--- src/rtl/regfile_sb.sv ---
//------------------------------------------------------------------------------
// Module   : regfile_sb
// Purpose  : Two-read / one-write register file with a per-register
//            scoreboard of pending writes (issue increments, writeback
//            retires) and a registered WWD output port.
// Ports    : clk, reset_n        - clock, asynchronous active-low reset
//            rd_addr1/2, rd_data1/2 - combinational read ports
//            wr_en, wr_addr, wr_data, wwd - writeback (wwd routes to output_port)
//            output_port        - registered WWD result
//            iss_en, iss_addr   - destination-register issue
//            flush              - drop all pending writes
//            hazard1/2          - pending write on rd_addr1/2
//            sb_full            - counter of iss_addr saturated
//            err_underflow      - sticky retire-without-pending flag
// Config   : REGFILE_SB_BYPASS_EN - write-through read data and hazard
//            release when a retire hits the read address in the same cycle.
// Revision : 1.0 - initial release
//------------------------------------------------------------------------------
`default_nettype none

module regfile_sb #(
  parameter int WORD_SIZE = 16,
  parameter int NUM_REGS  = 4,
  parameter int ADDR_W    = 2,
  parameter int CNT_W     = 2
) (
  input  logic                 clk,
  input  logic                 reset_n,
  input  logic [ADDR_W-1:0]    rd_addr1,
  input  logic [ADDR_W-1:0]    rd_addr2,
  output logic [WORD_SIZE-1:0] rd_data1,
  output logic [WORD_SIZE-1:0] rd_data2,
  input  logic                 wr_en,
  input  logic [ADDR_W-1:0]    wr_addr,
  input  logic [WORD_SIZE-1:0] wr_data,
  input  logic                 wwd,
  output logic [WORD_SIZE-1:0] output_port,
  input  logic                 iss_en,
  input  logic [ADDR_W-1:0]    iss_addr,
  input  logic                 flush,
  output logic                 hazard1,
  output logic                 hazard2,
  output logic                 sb_full,
  output logic                 err_underflow
);

  localparam logic [CNT_W-1:0] CNT_MAX = '1;
  localparam logic [CNT_W-1:0] CNT_ONE = CNT_W'(1);

  logic [WORD_SIZE-1:0] mem_q [NUM_REGS];
  logic [CNT_W-1:0]     cnt_q [NUM_REGS];
  logic [CNT_W-1:0]     cnt_d [NUM_REGS];
  logic [WORD_SIZE-1:0] out_q;
  logic                 err_q;
  logic                 err_d;

  logic retire;
  logic retire_at_iss;
  logic issue;
  logic underflow;

  assign retire        = wr_en & ~wwd;
  assign retire_at_iss = retire && (wr_addr == iss_addr);
  // A same-cycle retire to the saturated register frees a slot.
  assign sb_full       = (cnt_q[iss_addr] == CNT_MAX) && !retire_at_iss;
  assign issue         = iss_en && !sb_full;
  assign underflow     = retire && (cnt_q[wr_addr] == '0);
  assign err_d         = err_q | underflow;

  generate
    for (genvar i = 0; i < NUM_REGS; i++) begin : g_reg
      logic inc;
      logic dec;

      assign inc = issue  && (iss_addr == ADDR_W'(i));
      assign dec = retire && (wr_addr  == ADDR_W'(i));

      // Issue and retire to the same register cancel out.
      always_comb begin
        cnt_d[i] = cnt_q[i];
        if (flush) begin
          cnt_d[i] = '0;
        end else if (inc && !dec) begin
          cnt_d[i] = cnt_q[i] + CNT_ONE;
        end else if (dec && !inc && (cnt_q[i] != '0)) begin
          cnt_d[i] = cnt_q[i] - CNT_ONE;
        end
      end

      always_ff @(posedge clk or negedge reset_n) begin
        if (!reset_n) begin
          mem_q[i] <= '0;
          cnt_q[i] <= '0;
        end else begin
          cnt_q[i] <= cnt_d[i];
          // Array write happens even under flush or underflow.
          if (dec) begin
            mem_q[i] <= wr_data;
          end
        end
      end
    end
  endgenerate

  always_ff @(posedge clk or negedge reset_n) begin
    if (!reset_n) begin
      out_q <= '0;
      err_q <= 1'b0;
    end else begin
      err_q <= err_d;
      if (wr_en && wwd) begin
        out_q <= wr_data;
      end
    end
  end

  assign output_port   = out_q;
  assign err_underflow = err_q;

`ifdef REGFILE_SB_BYPASS_EN
  logic hit1;
  logic hit2;

  assign hit1     = retire && (wr_addr == rd_addr1);
  assign hit2     = retire && (wr_addr == rd_addr2);
  assign rd_data1 = hit1 ? wr_data : mem_q[rd_addr1];
  assign rd_data2 = hit2 ? wr_data : mem_q[rd_addr2];
  // The last pending write retiring now no longer blocks the reader.
  assign hazard1  = (cnt_q[rd_addr1] != '0) && !(hit1 && (cnt_q[rd_addr1] == CNT_ONE));
  assign hazard2  = (cnt_q[rd_addr2] != '0) && !(hit2 && (cnt_q[rd_addr2] == CNT_ONE));
`else
  assign rd_data1 = mem_q[rd_addr1];
  assign rd_data2 = mem_q[rd_addr2];
  assign hazard1  = (cnt_q[rd_addr1] != '0);
  assign hazard2  = (cnt_q[rd_addr2] != '0);
`endif

endmodule

`default_nettype wire

--- config.mk ---
export PLATFORM = sky130hd
export DESIGN_NAME = regfile_sb
export DESIGN_NICKNAME = d
export VERILOG_FILES = /design/src/rtl/regfile_sb.sv
export SDC_FILE = /design/constraint.sdc
export NUM_CORES = 1
export LEC_CHECK = 0
export CORE_ASPECT_RATIO = 1.2
export CORE_MARGIN = 1.5
export CORE_UTILIZATION = 45
export CTS_CLUSTER_DIAMETER = 150
export DETAILED_ROUTE_END_ITERATION = 10
export HOLD_SLACK_MARGIN = 0.05
export PLACE_DENSITY = 0.7
export SETUP_SLACK_MARGIN = 0.5
export SYNTH_ARGS = -nofsm -noshare
export SYNTH_HDL_FRONTEND = slang
export SYNTH_SLANG_ARGS = --single-unit
--- constraint.sdc ---
create_clock -name clk -period 2.9 [get_ports clk]
set_input_delay 0.725 -clock clk [delete_from_list [all_inputs] [get_ports clk]]
set_output_delay 0.725 -clock clk [all_outputs]
set_load 0.02 [all_outputs]
==> results.toml <==
[yosys]
synth.area.top_cells = "dfrtp_1, mux4_2, mux2_2, nand2_1, buf_2"
synth_edf_count = 0
ys_seq_area_share_pct = 48.9
async_reset_ff_share_pct = 100
syn_nets = 366
synth_cells = 336
yosys_register_bits = 89
ys.flop_type = "dfrtp_1"
yosys_warnings = 0
synth.avg_cell_area_um2 = 13.6
syn-cell-area_mm2 = 0.00455
synth_largest_area_cell = "dfrtp_1"
synth_top_area_share_pct = 48.9
ys_types = 45

[layout]
drive_gt1_share_pct = 45.0
layout_common_cells = "dfrtp_1, mux2_2, nand2_1"
fillCellCount = 799
nNetsFinal = 470
multiInputGateArea_mm2 = 0.00220
regArea_mm2 = 0.00223
syn_to_final_growth_pct = 33.9
final_common_cell = "dfrtp_1"
diodes = 0

[timing]
whs_ns = 0.397
fmax_mhz = 417
min_period_ns = 2.40
rsz0062_at_grt = "yes"
hold_viol = 0
tightest_slew_ns = 0.613
slew_headroom_pct = 59.1
skew_ns = 0.00580
final.setup.tns_ns = 0
setup_viol = 0
drv_slew = 0
fin_crit_sh_pct = 82.6

[worst_setup_path]
crit_chain = "buf_12, buf_12, mux4_2, buf_6"
critPathSlowestCell = "mux4_2"
worst_setup_path_start_kind = "input port"
arrival_ns = 1.67
required_ns = 2.17
path_class = "input port to output pin"
cp_max_fo = 6
crit_top_cell = "buf_12"
cpPeakStageDelay_ns = 0.55
crit_path_end_kind = "output pin"

[clock_network]
cts_buffers = 9
cts_tree = "yes"
clockBufferDepth = 2
ctsHoldBuffers = 0
cts_sinks = 89
clock_latency_ns = 0.34
clkTransAtPathRegs_ns = 0.06
cts_htree_levels = 3
cts-root-buf = "clkbuf_16"

[floorplan]
core_mm2 = 0.00991
dieArea_mm2 = 0.0107
dieWidth_um = 94.8
ios = 82
num_rows = 40
start_util_pct = 45.9
die-height_um = 113

[power_and_ir_drop]
p_leak_nw = 2.66
power_w = 0.00391
power_density_mw_per_mm2 = 641
ir_drop_mv = 0.429

[global_routing]
met3_usage_pct = 4.30
antenna_found_initial = 0
overflow = 0
grt_max_degree = 46
first_global_vias = 3546
grt_pass1_wl_um = 19400
grt.busiest_layer = "met2"
met2_usage_pct = 39.8
grt_use_met1_pct = 33.3
grt_use_total_pct = 24.4

[job]
maxCapViolations = 0

[detailed_routing]
drt_iter0_markers = 131
avgRoutedWirePerCell_um = 20.8
totalWireLength_um = 11900
drc = 0
viasPerCell = 5.78
first_pass_iters = 4
vias = 3292
ant_nets = 0

[outcome]
status = "complete, no violations"

[placed_design]
gp_congestion = 0.885
hpwl_um = 7460
port-buffer-count = 81

[hold_path]
min_path_type = "input port to async pin"
-- synthesized netlist by cell type, types with 2 or more instances --
library cell  number
mux4_2            35
nand2_1           54
clkbuf_1           6
a21oi_1            7
o21ai_0            6
nor2_1             3
buf_4              4
nand3b_1           2
dfrtp_1           89
nor2b_1            3
inv_1              5
and4bb_1           2
buf_1              2
buf_6              2
mux2_2            65
xor2_1             2
buf_2             10
o211ai_1           2
xnor2_2            2
nand2b_1           2
nand3_1            7
or2_2              3
-- kinds of logic (layout without fill, tap and decap cells) --
group	Yosys count	in the layout	share of synthesized area [%]
DFF	89	89	48.9
AOI/OAI and AO/OA	26	26	3.74
xor gates and xnor gates	5	5	1.29
buffers and inverters	30	138	3.41
muxes	100	100	33.4
and+or+nand+nor	86	86	9.26
-- path summary, 6_finish.rpt --
| path | start | endpoint | slack (ns) | depth (start not counted) |
|---|---|---|---|---|
| max | rd_addr1[0] | rd_data1[8] | 0.50 | 4 |
| min | reset_n | mem_q[31] | 0.40 | 1 |
| max reg2reg | cnt_q[3] | cnt_q[2] | 1.30 | 5 |
| min reg2reg | mem_q[3] | mem_q[3] | 0.51 | 2 |
| max in group asynchronous | reset_n | mem_q[10] | 1.85 | 2 |
| min in group clk | mem_q[3] | mem_q[3] | 0.51 | 2 |
-- what timing repair did --
action | 4_1_cts | 5_1_grt
cloned | 5 | 0
setup buffers | 6 | 0
gates resized for setup | 205 | 19
endpoints found under the setup margin | 35 | 17
-- registers in the layout (all words and copies together) (netlist names) --
| signal | cells |
|---|---|
| cnt_q | 8 |
| err_underflow | 1 |
| output_port | 16 |
| mem_q | 64 |
-- routing by layer --
layer | routed length, um | up-vias
li1 | - | 1445
met4 | 250 | 0
met1 | 4950 | 1720
met2 | 6060 | 110
met3 | 599 | 17
met5 | 0 | -
-- critical path, delay by kind of cell --
kind | cells | cell delay, ns
muxes | 1 | 0.55
buffers and inverters | 3 | 0.40
-- stage by stage --
step / instance area [um^2] / util (%) / worst slack (ns) / instances
2_1_floorplan: 4570 / - / 0.518 / 336
3_3_place_gp: 5670 / 57.2 / -0.380 / 544
3_5_place_dp: 5670 / 57.2 / -0.386 / 544
4_1_cts: 6060 / 61.1 / 0.482 / 570
5_1_grt: 6100 / 61.5 / 0.490 / 570
6_report: 6100 / 61.5 / 0.504 / 570
-- power by group --
part,switching (W),internal (W)
clock network,0.000455,0.000659
logic,0.000518,0.000640
registers,0.000165,0.00147
-- final cells by class --
cell class	instances	area share, %
sequential	89	36.5
multi-input combinational	217	36.1
clock inverter	4	0.739
tap	126	2.59
inverter	6	0.369
clock buffer	11	3.82
timing repair buffer	117	19.9
(Power assumes the default switching activity.)
==> RTL change: new RTL, same flow settings <==
The option `REGFILE_SB_BYPASS_EN` is turned on by a define.
--- a/src/rtl/regfile_sb.sv
+++ b/src/rtl/regfile_sb.sv
@@ -17,6 +17,8 @@
 // Revision : 1.0 - initial release
 //------------------------------------------------------------------------------
 `default_nettype none
+
+`define REGFILE_SB_BYPASS_EN
 
 module regfile_sb #(
   parameter int WORD_SIZE = 16,
Formal check against the unedited RTL: not equivalent (a bounded check fails within 4 cycles, from zero or initial values and one cycle with reset_n low).
==> RTL change against the original RTL <==
  * Wire length rose by 11%
  * Sequential cell count did not move
  * Count of clock-buffer cells in the layout did not move
  * Area after synthesis rose by 12%
  * Final area rose by 14%
  * Maximum frequency fell by 15%
  * Power rose by 8.4%
  * Highest routed layer unchanged
  * Synthesized cell count rose by 14%
  * Utilization rose by 1.6 points
  * Setup slack got worse by 0.43 ns
==> RTL change: results (changes against the original RTL) <==
- P_leak: 3.07 nW (+15%)
- Number of buffers between clock root and the deepest sink: 2 (unchanged)
- Flip-flop count of the largest register after layout: 64 (unchanged)
- Register with the most flip-flops: mem_q
- Startpoint of the worst register-to-register path: cnt_q[3]
- Number of nets produced by synthesis: 413 (+13%)
- Cell types occupying the most area after synthesis: sky130_fd_sc_hd__dfrtp_1 43%, sky130_fd_sc_hd__mux2_2 16%, sky130_fd_sc_hd__mux4_2 15%, sky130_fd_sc_hd__mux2_4 5.9%, sky130_fd_sc_hd__nand2_1 4.2%
- Vias in the first global route: 4,076 (+15%)
- VDD IR max: 0.319 mV (-26%)
- Post-DP HPWL: 9.08 mm (+22%)
- Area share of the largest cell type after synthesis: 43.5% (-5.4 points)
- Worst hold margin: 0.327 ns (-0.0703 ns)
- Fraction of final layout cells with drive strength greater than 1: 52.9% (+7.9 points)
- Largest net degree at the start of global routing: 60 (+30%)
- Final net count: 539 (+15%)
- R2R Path End: cnt_q[4]
- Met2 usage: 39.0% (-0.78 points)
- R2R cell count: 4 (-1)
- Run status: finished clean
- Tightest slew margin relative to the limit: 68.4% (+9.3 points)
- Sequential share of the synthesized area: 43.5% (-5.4 points)
- Arrival time of the worst setup path: 2.10 ns (+0.43 ns)
- Initial DRC Count: 193 (+47%)
- Weighted congestion at the end of routability-driven global placement: 0.932 (+5.3%)
- Antenna violations before repair: 0 (unchanged)
- Commonest cells in the synthesized netlist: 89 x sky130_fd_sc_hd__dfrtp_1, 71 x sky130_fd_sc_hd__mux2_2, 57 x sky130_fd_sc_hd__nand2_1
- Primary FF master, synth: sky130_fd_sc_hd__dfrtp_1
- Met3 layer usage reported by global route: 3.67% (-0.63 points)
- Met1 track demand over resource: 30.3% (-2.9 points)
- Total of fill cells in the finished design: 831 (+4.0%)
- Wire length of the first global-routing pass: 21.2 mm (+9.4%)
- Detail-routed net length per standard cell: 20.4 um (-1.8%)
- Clock tree skew after final layout: 0.00289 ns (-0.00290 ns)
- Worst setup path end: rd_data2[7]
- Count of cell types in the netlist: 42 (-6.7%)
- Via-to-Cell Ratio: 5.77 (about the same)
- Post-Place Setup Slack: -0.923 ns (-0.538 ns)
- Buffers on Ports: 81 (unchanged)
- Global-route usage over all layers: 23.4% (-0.98 points)
- Register clock-pin slew on the reported worst setup and hold paths: 0.06 ns (about the same)
- CTS Buf Count: 9 (unchanged)
- Final worst-path cycle share: 97.3% (+15 points)
- Crit. Startpoint: rd_addr2[1]
[RTL change: per-layer routing]
metal	wire length [um]	up-vias
li1	-	1685
met1	5510	1905
met2	6800	104
met3	558	24
met4	292	0
met5	0	-
[RTL change: area by class of cell]
cell class	instances	share of cell area, %
Multi-Input combinational cell	262	40.6
Timing Repair Buffer	143	20.7
Sequential cell	89	32.0
Tap cell	132	2.37
Inverter	4	0.215
Clock buffer	11	3.48
Clock inverter	3	0.610
[RTL change: timing repair]
item | 4_1_cts | 5_1_grt
pin swaps | 9 | 0
buffers inserted | 3 | 1
endpoints found under the hold margin | 0 | 0
resized for setup | 264 | 4
cloned | 2 | 0
setup endpoints to repair | 36 | 35
[RTL change: power breakdown]
group / switching (mW) / internal, mW
Sequential: 0.155 / 1.47
Combinational: 0.612 / 0.866
Clock: 0.452 / 0.680
[RTL change: worst min path at each step]
stage | from | endpoint | cells past startpoint
5_1_grt | reset_n | mem_q[50] | 1
2_1_floorplan | reset_n | cnt_q[0] | 0
3_5_place_dp | err_underflow | err_underflow | 1
4_1_cts | reset_n | output_port[2] | 1
6_report | reset_n | mem_q[50] | 1
3_3_place_gp | err_underflow | err_underflow | 1
[RTL change: cell families after synthesis]
logic type             synth area share [%]
multiplexers                           37.7
AND/OR/NAND/NOR                        9.33
flip-flops                             43.5
buffers and inverters                  3.44
AO/OA/AOI/OAI                          4.98
XOR/XNOR                               1.03
[RTL change: per-stage QoR]
step                      std cells  util (%)  area (sq um)  total power [mW]
after detailed placement        624      58.9          6500              3.05
after floorplan                 383         -          5220              2.46
after global placement          624      58.9          6500              3.00
after CTS                       643      63.0          6960              4.27
after global routing            644      63.2          6970              4.42
final                           644      63.2          6970              4.24
[RTL change: worst max-delay path: stages]
cell and delay, ns:
sky130_fd_sc_hd__buf_8 0.10, sky130_fd_sc_hd__xor2_2 0.17, sky130_fd_sc_hd__or3_4 0.46, sky130_fd_sc_hd__buf_8 0.18, sky130_fd_sc_hd__mux2_4 0.32, sky130_fd_sc_hd__buf_6 0.14
